**src/rtl/button_scan_ctrl.sv**
```systemverilog
// button_scan_ctrl: four-button debouncer sharing one 16-bit settle timer.
// Each raw input is synchronized, then a round-robin FSM (IDLE/SETTLE/COMMIT)
// lends the single counter to one button whose synchronized level differs
// from its debounced level. A button must hold its new level for
// DEBOUNCE_CYCLES consecutive cycles before the change is accepted. Then
// btn_stable flips and a one-cycle press or release pulse is emitted.
// Optional feature: define BUTTON_TOGGLE_OUT_EN to add led_out. Each led_out
// bit is a toggle that flips on every accepted press of its button.
module button_scan_ctrl #(
    parameter logic [15:0] DEBOUNCE_CYCLES = 16'd50000
) (
    input  logic       clk,
    input  logic       reset,
    input  logic [3:0] btn_in,
    output logic [3:0] btn_stable,
    output logic [3:0] press_pulse,
    output logic [3:0] release_pulse,
    output logic       busy,
    output logic [1:0] active_id
`ifdef BUTTON_TOGGLE_OUT_EN
    ,
    output logic [3:0] led_out
`endif
);

    typedef enum logic [1:0] {
        IDLE   = 2'd0,
        SETTLE = 2'd1,
        COMMIT = 2'd2
    } state_t;

    localparam logic [15:0] CNT_LAST = DEBOUNCE_CYCLES - 16'd1;

    state_t      state, state_next;
    logic [3:0]  sync_meta, sync;
    logic [1:0]  ptr, ptr_next;
    logic [1:0]  sel, sel_next;
    logic [15:0] cnt, cnt_next;
    logic [1:0]  idx;
    logic        found;

    // The owner index doubles as the reported active_id. It is only loaded
    // when a session starts, so it holds the last owner while idle.
    assign active_id = sel;
    assign busy      = (state != IDLE);

    // Two-flop synchronizer for the raw, asynchronous button levels.
    always_ff @(posedge clk) begin
        // NOTE: sequential state uses non-blocking (<=) so every flop samples pre-edge values.
        if (reset) begin
            sync_meta <= 4'b0000;
            sync      <= 4'b0000;
        end else begin
            sync_meta <= btn_in;
            sync      <= sync_meta;
        end
    end

    // FSM state register together with the timer, pointer and owner registers.
    always_ff @(posedge clk) begin
        if (reset) begin
            state <= IDLE;
            ptr   <= 2'd0;
            sel   <= 2'd0;
            cnt   <= 16'd0;
        end else begin
            state <= state_next;
            ptr   <= ptr_next;
            sel   <= sel_next;
            cnt   <= cnt_next;
        end
    end

    // Next-state logic: round-robin scan in IDLE, timing in SETTLE, one-cycle COMMIT.
    always_comb begin
        // NOTE: every output of this block gets a default first, so no path can infer a latch.
        state_next = state;
        ptr_next   = ptr;
        sel_next   = sel;
        cnt_next   = cnt;
        idx        = ptr;
        found      = 1'b0;
        unique case (state)
            IDLE: begin
                // The first mismatch in the order ptr, ptr+1, ptr+2, ptr+3 wins.
                for (int off = 0; off < 4; off++) begin
                    idx = ptr + 2'(off);
                    if (!found && (sync[idx] != btn_stable[idx])) begin
                        found    = 1'b1;
                        sel_next = idx;
                    end
                end
                if (found) begin
                    cnt_next   = 16'd0;
                    state_next = SETTLE;
                end
            end
            SETTLE: begin
                if (sync[sel] == btn_stable[sel]) begin
                    // The input bounced back: give up the timer and move the scan on.
                    state_next = IDLE;
                    ptr_next   = sel + 2'd1;
                end else if (cnt == CNT_LAST) begin
                    state_next = COMMIT;
                end else begin
                    cnt_next = cnt + 16'd1;
                end
            end
            COMMIT: begin
                state_next = IDLE;
                ptr_next   = sel + 2'd1;
            end
            default: begin
                state_next = IDLE;
            end
        endcase
    end

    // Output registers: flip the owner's debounced level and pulse on the edge ending COMMIT.
    always_ff @(posedge clk) begin
        if (reset) begin
            btn_stable    <= 4'b0000;
            press_pulse   <= 4'b0000;
            release_pulse <= 4'b0000;
        end else begin
            press_pulse   <= 4'b0000;
            release_pulse <= 4'b0000;
            if (state == COMMIT) begin
                btn_stable[sel] <= ~btn_stable[sel];
                if (btn_stable[sel]) begin
                    release_pulse[sel] <= 1'b1;
                end else begin
                    press_pulse[sel] <= 1'b1;
                end
            end
        end
    end

`ifdef BUTTON_TOGGLE_OUT_EN
    // Toggle outputs: a bit flips on the same edge that raises its press pulse.
    always_ff @(posedge clk) begin
        if (reset) begin
            led_out <= 4'b0000;
        end else if ((state == COMMIT) && !btn_stable[sel]) begin
            led_out[sel] <= ~led_out[sel];
        end
    end
`endif

endmodule

```
**config.mk**
```make
export PLATFORM = sky130hd
export DESIGN_NAME = button_scan_ctrl
export DESIGN_NICKNAME = d
export VERILOG_FILES = /design/src/rtl/button_scan_ctrl.sv
export SDC_FILE = /design/constraint.sdc
export NUM_CORES = 1
export LEC_CHECK = 0
export CORE_UTILIZATION = 40
export CTS_BUF_LIST = sky130_fd_sc_hd__clkbuf_8
export CTS_CLUSTER_SIZE = 30
export DETAILED_ROUTE_END_ITERATION = 8
export GPL_TIMING_DRIVEN = 0
export PLACE_DENSITY_LB_ADDON = 0.25
export SYNTH_ARGS = -nofsm -noshare
export SYNTH_HDL_FRONTEND = slang
export SYNTH_SLANG_ARGS = --single-unit
export TNS_END_PERCENT = 20
```
**constraint.sdc**
```tcl
create_clock -name clk -period 2.4 [get_ports clk]
set_input_delay 0.72 -clock clk [delete_from_list [all_inputs] [get_ports clk]]
set_output_delay 0.72 -clock clk [all_outputs]
set_load 0.01 [all_outputs]
```
==> metrics, run 1 <==
total power 1.33 mW; IO Pins 21; Setup WS pre-CTS -0.0511 ns; met2 wire length 1630 microns; hold endpoint sync[3]; clock sink count 42; Layout Nets 258; R2R depth 5; start of the worst register-to-register path active_id[0]; CP max FO 8; Leak 0.815 nW; post-synthesis xor/xnor area fraction 0.0406; area of the multi-input gates 1040 sq um; Bufs on Longest Clock Path 2; RSZ-0062 raised after global routing no; Max Cap Violations 0; GP Congestion 0.834; average instance area after synthesis 8.73 sq um; clk slew on worst S/H paths 0.08 ns; Setup Skew 0.00427 ns; max layer used met4; antenna viol nets, final 0; Rows 24; Iteration-0 DRC Markers 125; Slew Viols, Final 0; CTS Hold Bufs 0; Fin. Hold Viols 0; die footprint 5060 sq um; r2r endpoint cnt[5]; WL final 3890 microns; fill count 439; Die Wd 71.1 microns; Yosys reg bits 42; H-tree depth 2; synthesized netlist cell count 219; cts bufs inserted 5; first-pass GRT wire length 6660 microns; pin count of the biggest net entering global routing 14; YS warnings 0; DRC 0; sequential standard cell area 842 sq um; core area 4470 sq um; outcome finished clean; Post-DP HPWL 2760 microns; Post-Syn Nets 230; Final setup viols 0; Worst Tran Pin Value 0.655 ns; clock root cell clkbuf_8; Final WS setup 0.165 ns; worst rel slew slack 0.561; FFs w/ async S/R, synth 0; reg2reg setup slack 0.17 ns; top_reg_cell synth dfxtp_1; total negative slack 0 ns; sequential fraction of the synthesis area 0.440; vias 1604; Area growth syn-to-layout 19.8%; Buf/Inv on CP 0; mux share of post-synthesis cell area 0.0412; Top delay family on crit path multiplexers; total congestion overflow 0; CP max-delay cell mux4_2; Worst Setup Start Kind flop; met3 WL 189 microns; Post-Syn Area 1910 sq um; vias per cell 5.35; met1 wire length 2030 microns; Port Buffer Count 19; largest family of logic cells by synthesized area simple AND/OR/NAND/NOR gates; CP required 2.63 ns; clock latency on the worst-skew pair 0.29 ns; area share of fa/ha/maj cells after synthesis 0.0327; Die H 71.1 microns; fin crit share 0.931; Critical Path AT 2.46 ns; maximum clock rate 0.447 GHz; Worst Setup End Kind flop; final core occ 0.512; hold path cells 1; gr usage total 0.170; initial core utilization 0.427; post-layout min period 2.23 ns; HP Start sync_meta[3]; share of cells above drive strength 1 0.0927; Post-synth EDFFs 0; CTS tree built; Initial DRT Pass Iterations 6; worst hold path type flop to flop; Yosys cell types 49; wire length per cell 13.0 microns; Inserted Diodes 0; Crit path largest cell delay 0.64 ns; fraction of the mapped netlist area in simple logic gates 0.250; number of global-route vias before repair 1462; initial antenna violation count 0; CP Cell Sequence mux4_2 > xor2_4 > nand2_2 > or4_1 > a21oi_1; Pwr Density 583 nW/um^2; CP Class flop to flop; Worst VDD drop 319 uV; Synth Area in Compound Gates 0.171
layer usage:
metal | GRT usage | vias up
met5 | 0 | -
met4 | 0.0689 | 0
met3 | 0.0570 | 4
met2 | 0.245 | 30
met1 | 0.233 | 735
li1 | - | 835
registers in the layout, indices dropped and copies added, names as in the netlist:
name	count
sync_meta	4
ptr	2
btn_stable	4
release_pulse	4
cnt	16
sync	4
state	2
active_id	2
press_pulse	4
synthesized netlist by cell type (2+ instances only):
library cell / n / share of area
nand2_1: 12 / 0.024
ha_1: 5 / 0.033
nor2b_1: 10 / 0.033
o31ai_1: 5 / 0.020
xor2_1: 2 / 0.0092
mux2i_1: 3 / 0.016
clkbuf_1: 3 / 0.0059
o21ai_0: 19 / 0.050
xnor2_1: 5 / 0.023
nor2_1: 34 / 0.067
and3_1: 3 / 0.0098
dfxtp_1: 42 / 0.44
a21oi_1: 13 / 0.034
nor4_1: 3 / 0.0098
nand2_2: 2 / 0.0065
a41oi_1: 2 / 0.0092
nand3b_1: 3 / 0.012
or2_2: 3 / 0.0098
buf_1: 2 / 0.0039
nand3_1: 9 / 0.024
a31oi_1: 4 / 0.013
inv_1: 4 / 0.0079
nor3_1: 3 / 0.0079
nor4bb_1: 2 / 0.010
nand4_1: 2 / 0.0065
logic make-up after synthesis:
kind of cell,Yosys count
simple gates,94
compound gates,54
flops,42
buf+inv,11
xor+xnor,8
mux,5
fa+ha+maj,5
worst max-delay path by stage:
stage	start	endpoint	slack, ns	cells after the start
after floorplan	active_id[0]	cnt[5]	0.23	5
after global routing	active_id[0]	cnt[9]	0.01	6
after detailed placement	active_id[0]	cnt[9]	-0.05	6
after global placement	active_id[0]	cnt[5]	-0.01	5
after CTS	active_id[0]	cnt[5]	0.07	5
final	active_id[0]	cnt[5]	0.17	5
metrics by stage:
stage	area [sq um]	hold WS [ns]	std cells
floorplan	1910	0.414	219
global placement	2170	0.417	290
detailed placement	2170	0.428	290
CTS	2260	0.448	298
global route	2290	0.462	300
finish	2290	0.443	300
layout make-up:
cell class / count / area share
Inverter: 4 / 0.00656
Clock inverter: 2 / 0.00546
Multi-Input combinational cell: 166 / 0.452
Clock buffer: 6 / 0.0361
Sequential cell: 42 / 0.368
Timing Repair Buffer: 21 / 0.0896
Tap cell: 52 / 0.0284
Buffer: 7 / 0.0137
timing repair:
item,in CTS,in global routing
setup endpoints to repair,2,3
setup buffers,0,2
resized for setup,1,1
layout by cell type (no fill, tap or decap), types with 4 or more instances in the layout:
cell	Yosys	final
dfxtp_1	42	41
nor2_1	34	34
o21ai_0	19	19
clkdlybuf4s50_1	0	19
a21oi_1	13	13
nand2_1	12	12
nor2b_1	10	10
nand3_1	9	9
clkbuf_8	0	6
xnor2_1	5	5
o31ai_1	5	5
ha_1	5	5
inv_1	4	4
a31oi_1	4	4
report_power, final:
group | leakage (nW) | switching, mW | total [mW] | internal [mW]
sequential | 0.341 | 0.0203 | 0.733 | 0.713
clock | 0.0472 | 0.238 | 0.469 | 0.231
combinational | 0.426 | 0.0724 | 0.132 | 0.0592
No activity file was read; power rests on OpenSTA's default activity.
==> run 2: changes to the inputs <==
--- a/config.mk
+++ b/config.mk
@@ -11,6 +11,7 @@
 export DETAILED_ROUTE_END_ITERATION = 8
 export GPL_TIMING_DRIVEN = 0
 export PLACE_DENSITY_LB_ADDON = 0.25
+export RECOVER_POWER = 50
 export SYNTH_ARGS = -nofsm -noshare
 export SYNTH_HDL_FRONTEND = slang
 export SYNTH_SLANG_ARGS = --single-unit
==> metrics, run 2 (synthesis results as in run 1) <==
hold path cells 1 (unchanged); switching share of power 0.248 (about the same); Critical Path AT 2.46 ns (about the same); outcome finished clean; Post-DP HPWL 2760 microns (unchanged); CP Class flop to flop; RSZ-0062 raised after global routing no; CP Cell Sequence mux4_2 > xor2_4 > nand2_2 > or4_1 > a21oi_1; met2 wire length 1630 microns (-0.12%); Max Cap Violations 0 (unchanged); Slew Viols, Final 0 (unchanged); core area 4470 sq um (unchanged); Iteration-0 DRC Markers 125 (unchanged); Final WS setup 0.168 ns (+0.00243 ns); Port Buffer Count 19 (unchanged); dpl cell area 2170 sq um (unchanged); fill count 439 (unchanged); Rows 24 (unchanged); final instance area 2290 sq um (unchanged); first-pass GRT wire length 6660 microns (unchanged); Clk pwr share 0.352 (about the same); Pwr Density 583 nW/um^2 (about the same); initial antenna violation count 0 (unchanged); Die H 71.1 microns (unchanged); H-tree depth 2 (unchanged); hold endpoint sync[3]; HP Start sync_meta[3]; largest reg by FF count cnt; Die Wd 71.1 microns (unchanged); clock latency on the worst-skew pair 0.29 ns (about the same); worst rel slew slack 0.560 (-0.00125); gr usage total 0.170 (unchanged); Setup Skew 0.00432 ns (+0.0000480 ns); max reg flops 16 (unchanged); total congestion overflow 0 (unchanged); fin crit share 0.930 (-0.00101); Bufs on Longest Clock Path 2 (unchanged); most common cell after layout, fill and taps aside dfxtp_1; Inserted Diodes 0 (unchanged); GP Congestion 0.834 (unchanged); met1 wire length 2020 microns (-0.30%); vias per cell 5.36 (+0.31%); CTS tree built; met3 WL 189 microns (unchanged); antenna viol nets, final 0 (unchanged); Crit. Startpoint active_id[0]; Internal Power 1.00 mW (about the same); initial core utilization 0.427 (unchanged); WHS 0.443 ns (+0.0000140 ns); r2r endpoint cnt[5]; Worst VDD drop 319 uV (about the same); Worst Tran Pin Value 0.657 ns (+0.00187 ns); NetSw 331 uW (about the same); register share of total power 0.550 (about the same); CP required 2.63 ns (about the same); WL final 3880 microns (-0.23%); IO Pins 21 (unchanged); vias 1609 (+0.31%); clk slew on worst S/H paths 0.08 ns (about the same); maximum clock rate 0.448 GHz (+0.11%); Setup WS pre-CTS -0.0511 ns (unchanged); wire length per cell 12.9 microns (-0.23%); CP max-delay cell mux4_2; commonest non-fill, non-tap cells in the layout dfxtp_1, nor2_1, o21ai_0, a21oi_1, clkdlybuf4s50_1; number of global-route vias before repair 1462 (unchanged); Area growth syn-to-layout 19.8% (unchanged); clock root cell clkbuf_8; Final setup viols 0 (unchanged); Worst Setup End Kind flop; start of the worst register-to-register path active_id[0]; Logic pwr share 0.099 (about the same); die footprint 5060 sq um (unchanged); Fin. Hold Viols 0 (unchanged); cts bufs inserted 5 (unchanged); reg2reg setup slack 0.17 ns (about the same); Crit path largest cell delay 0.64 ns (about the same); Leak 0.832 nW (+2.1%); final core occ 0.512 (unchanged); worst hold path type flop to flop; pin count of the biggest net entering global routing 14 (unchanged); post-layout min period 2.23 ns (-0.00243 ns); R2R depth 5 (unchanged); CP max FO 8 (unchanged); Layout Nets 258 (unchanged); share of cells above drive strength 1 0.0927 (unchanged); max layer used met4; Worst Setup Start Kind flop; DRC 0 (unchanged); total power 1.33 mW (about the same); Initial DRT Pass Iterations 6 (unchanged); clock sink count 42 (unchanged)
[run 2: area by class of cell]
class	instances	area, sq um	area share
multi-input combinational	166	1040	0.452
sequential	42	842	0.368
timing repair buffer	21	205	0.0896
clock buffer	6	82.6	0.0361
tap	52	65.1	0.0284
buffer	7	31.3	0.0137
inverter	4	15.0	0.00656
clock inverter	2	12.5	0.00546
[run 2: worst max path at each step]
stage	endpoint	slack, ns
after floorplan	cnt[5]	0.23
after global placement	cnt[5]	-0.01
after detailed placement	cnt[9]	-0.05
after CTS	cnt[5]	0.07
after global routing	cnt[9]	0.01
final	cnt[5]	0.17
[run 2: repair_timing]
item | in CTS | in global routing
endpoints found under the setup margin | 2 | 3
gates resized for setup | 1 | 1
setup buffers | 0 | 2
pin swaps | 0 | 0
hold buffers | 0 | 0
[run 2: metrics by stage]
step,cells,setup TNS (ns)
after floorplan,219,0
after global placement,290,-0.0110
after detailed placement,290,-0.0883
after CTS,298,0
after global routing,300,0
final,300,0
[run 2: power by group through the flow]
stage	Sequential (mW)	Combinational (mW)	Clock, mW
after floorplan	0.745	0.0905	0
after global placement	0.749	0.128	0
after detailed placement	0.749	0.129	0
after CTS	0.733	0.130	0.484
after global routing	0.737	0.148	0.513
final	0.733	0.131	0.469
[run 2: critical path: cells and delay by family, from the launching register on]
kind,cells,cell delay [ns]
AO/OA/AOI/OAI,1,0.15
AND/OR/NAND/NOR,2,0.64
flip-flops,1,0.45
multiplexers,1,0.64
XOR/XNOR,1,0.30
[run 2: layer usage]
metal  global-route usage  up-vias
met5                    0        -
met4               0.0689        0
met3               0.0570        4
met2                0.245       30
met1                0.233      739
li1                     -      836
==> run 3: changes to the inputs <==
--- a/config.mk
+++ b/config.mk
@@ -10,7 +10,6 @@
 export CTS_CLUSTER_SIZE = 30
 export DETAILED_ROUTE_END_ITERATION = 8
 export GPL_TIMING_DRIVEN = 0
-export PLACE_DENSITY_LB_ADDON = 0.25
 export RECOVER_POWER = 50
 export SYNTH_ARGS = -nofsm -noshare
 export SYNTH_HDL_FRONTEND = slang
==> metrics, run 3 (synthesis results as in run 1) <==
CP max-delay cell mux4_2; IO Pins 21 (unchanged); placed cells 290 (unchanged); Setup WS pre-CTS -0.0312 ns (+0.0199 ns); gr usage total 0.178 (+0.00821); most common cell after layout, fill and taps aside dfxtp_1; GP Congestion 0.808 (-3.1%); Inserted Diodes 0 (unchanged); CP Cell Sequence mux4_2 > xor2_4 > nand2_2 > or4_1 > a21oi_1; share of cells above drive strength 1 0.0816 (-0.0111); CP required 2.62 ns (about the same); first-pass GRT wire length 6900 microns (+3.6%); WHS 0.432 ns (-0.0110 ns); postcts setup bufs 0 (unchanged); clock root cell clkbuf_8; H-tree depth 2 (unchanged); core area 4470 sq um (unchanged); Worst VDD drop 320 uV (+0.34%); Iteration-0 DRC Markers 77 (-38%); CTS tree built; vias 1642 (+2.1%); Die Wd 71.1 microns (unchanged); final core occ 0.512 (+0.000559); total congestion overflow 0 (unchanged); WL final 4070 microns (+5.0%); Worst Setup End Kind flop; commonest non-fill, non-tap cells in the layout dfxtp_1, nor2_1, o21ai_0, a21oi_1, clkdlybuf4s50_1; initial antenna violation count 0 (unchanged); Critical Path AT 2.48 ns (+0.02 ns); cts bufs inserted 5 (unchanged); antenna viol nets, final 0 (unchanged); DRC 0 (unchanged); total power 1.43 mW (+7.4%); vias per cell 5.53 (+3.1%); Initial DRT Pass Iterations 4 (-2); hold endpoint sync[3]; Crit path largest cell delay 0.66 ns (+0.02 ns); dpl cell area 2170 sq um (unchanged); R2R depth 5 (unchanged); worst hold path type flop to flop; die footprint 5060 sq um (unchanged); Setup Skew 0.00817 ns (+0.00385 ns); maximum clock rate 0.444 GHz (-0.95%); Post-DP HPWL 2890 microns (+4.9%); HP Start sync_meta[3]; Buf/Inv on CP 0 (unchanged); final instance area 2290 sq um (+0.11%); initial core utilization 0.427 (unchanged); Worst Tran Pin Value 0.685 ns (+0.0281 ns); hold path cells 1 (unchanged); worst rel slew slack 0.539 (-0.0213); largest reg by FF count cnt; Fin. Hold Viols 0 (unchanged); clock latency on the worst-skew pair 0.30 ns (about the same); Rows 24 (unchanged); Final WS setup 0.146 ns (-0.0214 ns); Area growth syn-to-layout 19.9%; outcome finished clean; clk slew on worst S/H paths 0.08 ns (about the same); start of the worst register-to-register path active_id[0]; clock sink count 42 (unchanged); Die H 71.1 microns (unchanged); Final setup viols 0 (unchanged); Slew Viols, Final 0 (unchanged); number of global-route vias before repair 1450 (-0.82%); Bufs on Longest Clock Path 2 (unchanged); total negative slack 0 ns (unchanged); Final Instance Count excl. Fillers 297 (-1.0%); Leak 0.832 nW (about the same); r2r endpoint cnt[5]; Layout Nets 256 (-0.78%); fin crit share 0.939 (+0.00890); reg2reg setup slack 0.15 ns (-0.02 ns); max reg flops 16 (unchanged); wire length per cell 13.7 microns (+6.1%); Pwr Density 625 nW/um^2 (+7.3%); Port Buffer Count 19 (unchanged); post-layout min period 2.25 ns (+0.0214 ns); CP max FO 8 (unchanged); CP Class flop to flop; RSZ-0062 raised after global routing no; Worst Setup Start Kind flop; Max Cap Violations 0 (unchanged); CTS Hold Bufs 0 (unchanged); pin count of the biggest net entering global routing 13 (-1); Top delay family on crit path multiplexers
## run 3: changes by cell type in the layout (fill, tap and decap cells not counted), sizes merged
cell      delta
clkbuf       -2
clkinv       -1
clkinvlp     -1
bufinv       +1
## run 3: power breakdown
group          total [mW]  switching (mW)  internal, mW
Combinational       0.130          0.0718        0.0585
Sequential          0.734          0.0213         0.713
Clock               0.568           0.235         0.333
Total                1.43           0.328          1.10
## run 3: how the worst max path moves through the flow
stage	slack (ns)	depth (start not counted)	end	startpoint
final	0.15	5	cnt[5]	active_id[0]
after global routing	0.06	6	cnt[9]	active_id[0]
after CTS	0.07	5	cnt[5]	active_id[0]
after detailed placement	-0.03	5	cnt[5]	active_id[0]
after global placement	-0.02	5	cnt[5]	active_id[0]
after floorplan	0.23	5	cnt[5]	active_id[0]
## run 3: timing repair
action	in CTS	in global routing
endpoints found under the setup margin	2	2
gates cloned	0	0
gates resized for setup	1	1
## run 3: worst reg2reg max path, delay by kind of cell, from the launching register on
| family | cells | cell delay [ns] |
|---|---|---|
| multiplexers | 1 | 0.66 |
| AND/OR/NAND/NOR | 2 | 0.62 |
| flip-flops | 1 | 0.46 |
| XOR/XNOR | 1 | 0.30 |
| AO/OA/AOI/OAI | 1 | 0.14 |
## run 3: per-layer routing
metal,wire length (microns),global-route usage,vias to the layer above
met5,0,0,-
met4,71,0.0733,0
met3,168,0.0470,7
met2,1700,0.253,24
met1,2130,0.254,777
li1,-,-,834
## run 3: area by class of cell
| type | count | area, sq um |
|---|---|---|
| buffer | 7 | 31.3 |
| clock buffer | 6 | 82.6 |
| clock inverter | 1 | 30.0 |
| fill | 441 | 2180 |
| inverter | 4 | 15.0 |
| multi-input combinational | 166 | 1040 |
| sequential | 42 | 842 |
| tap | 52 | 65.1 |
| timing repair buffer | 19 | 190 |
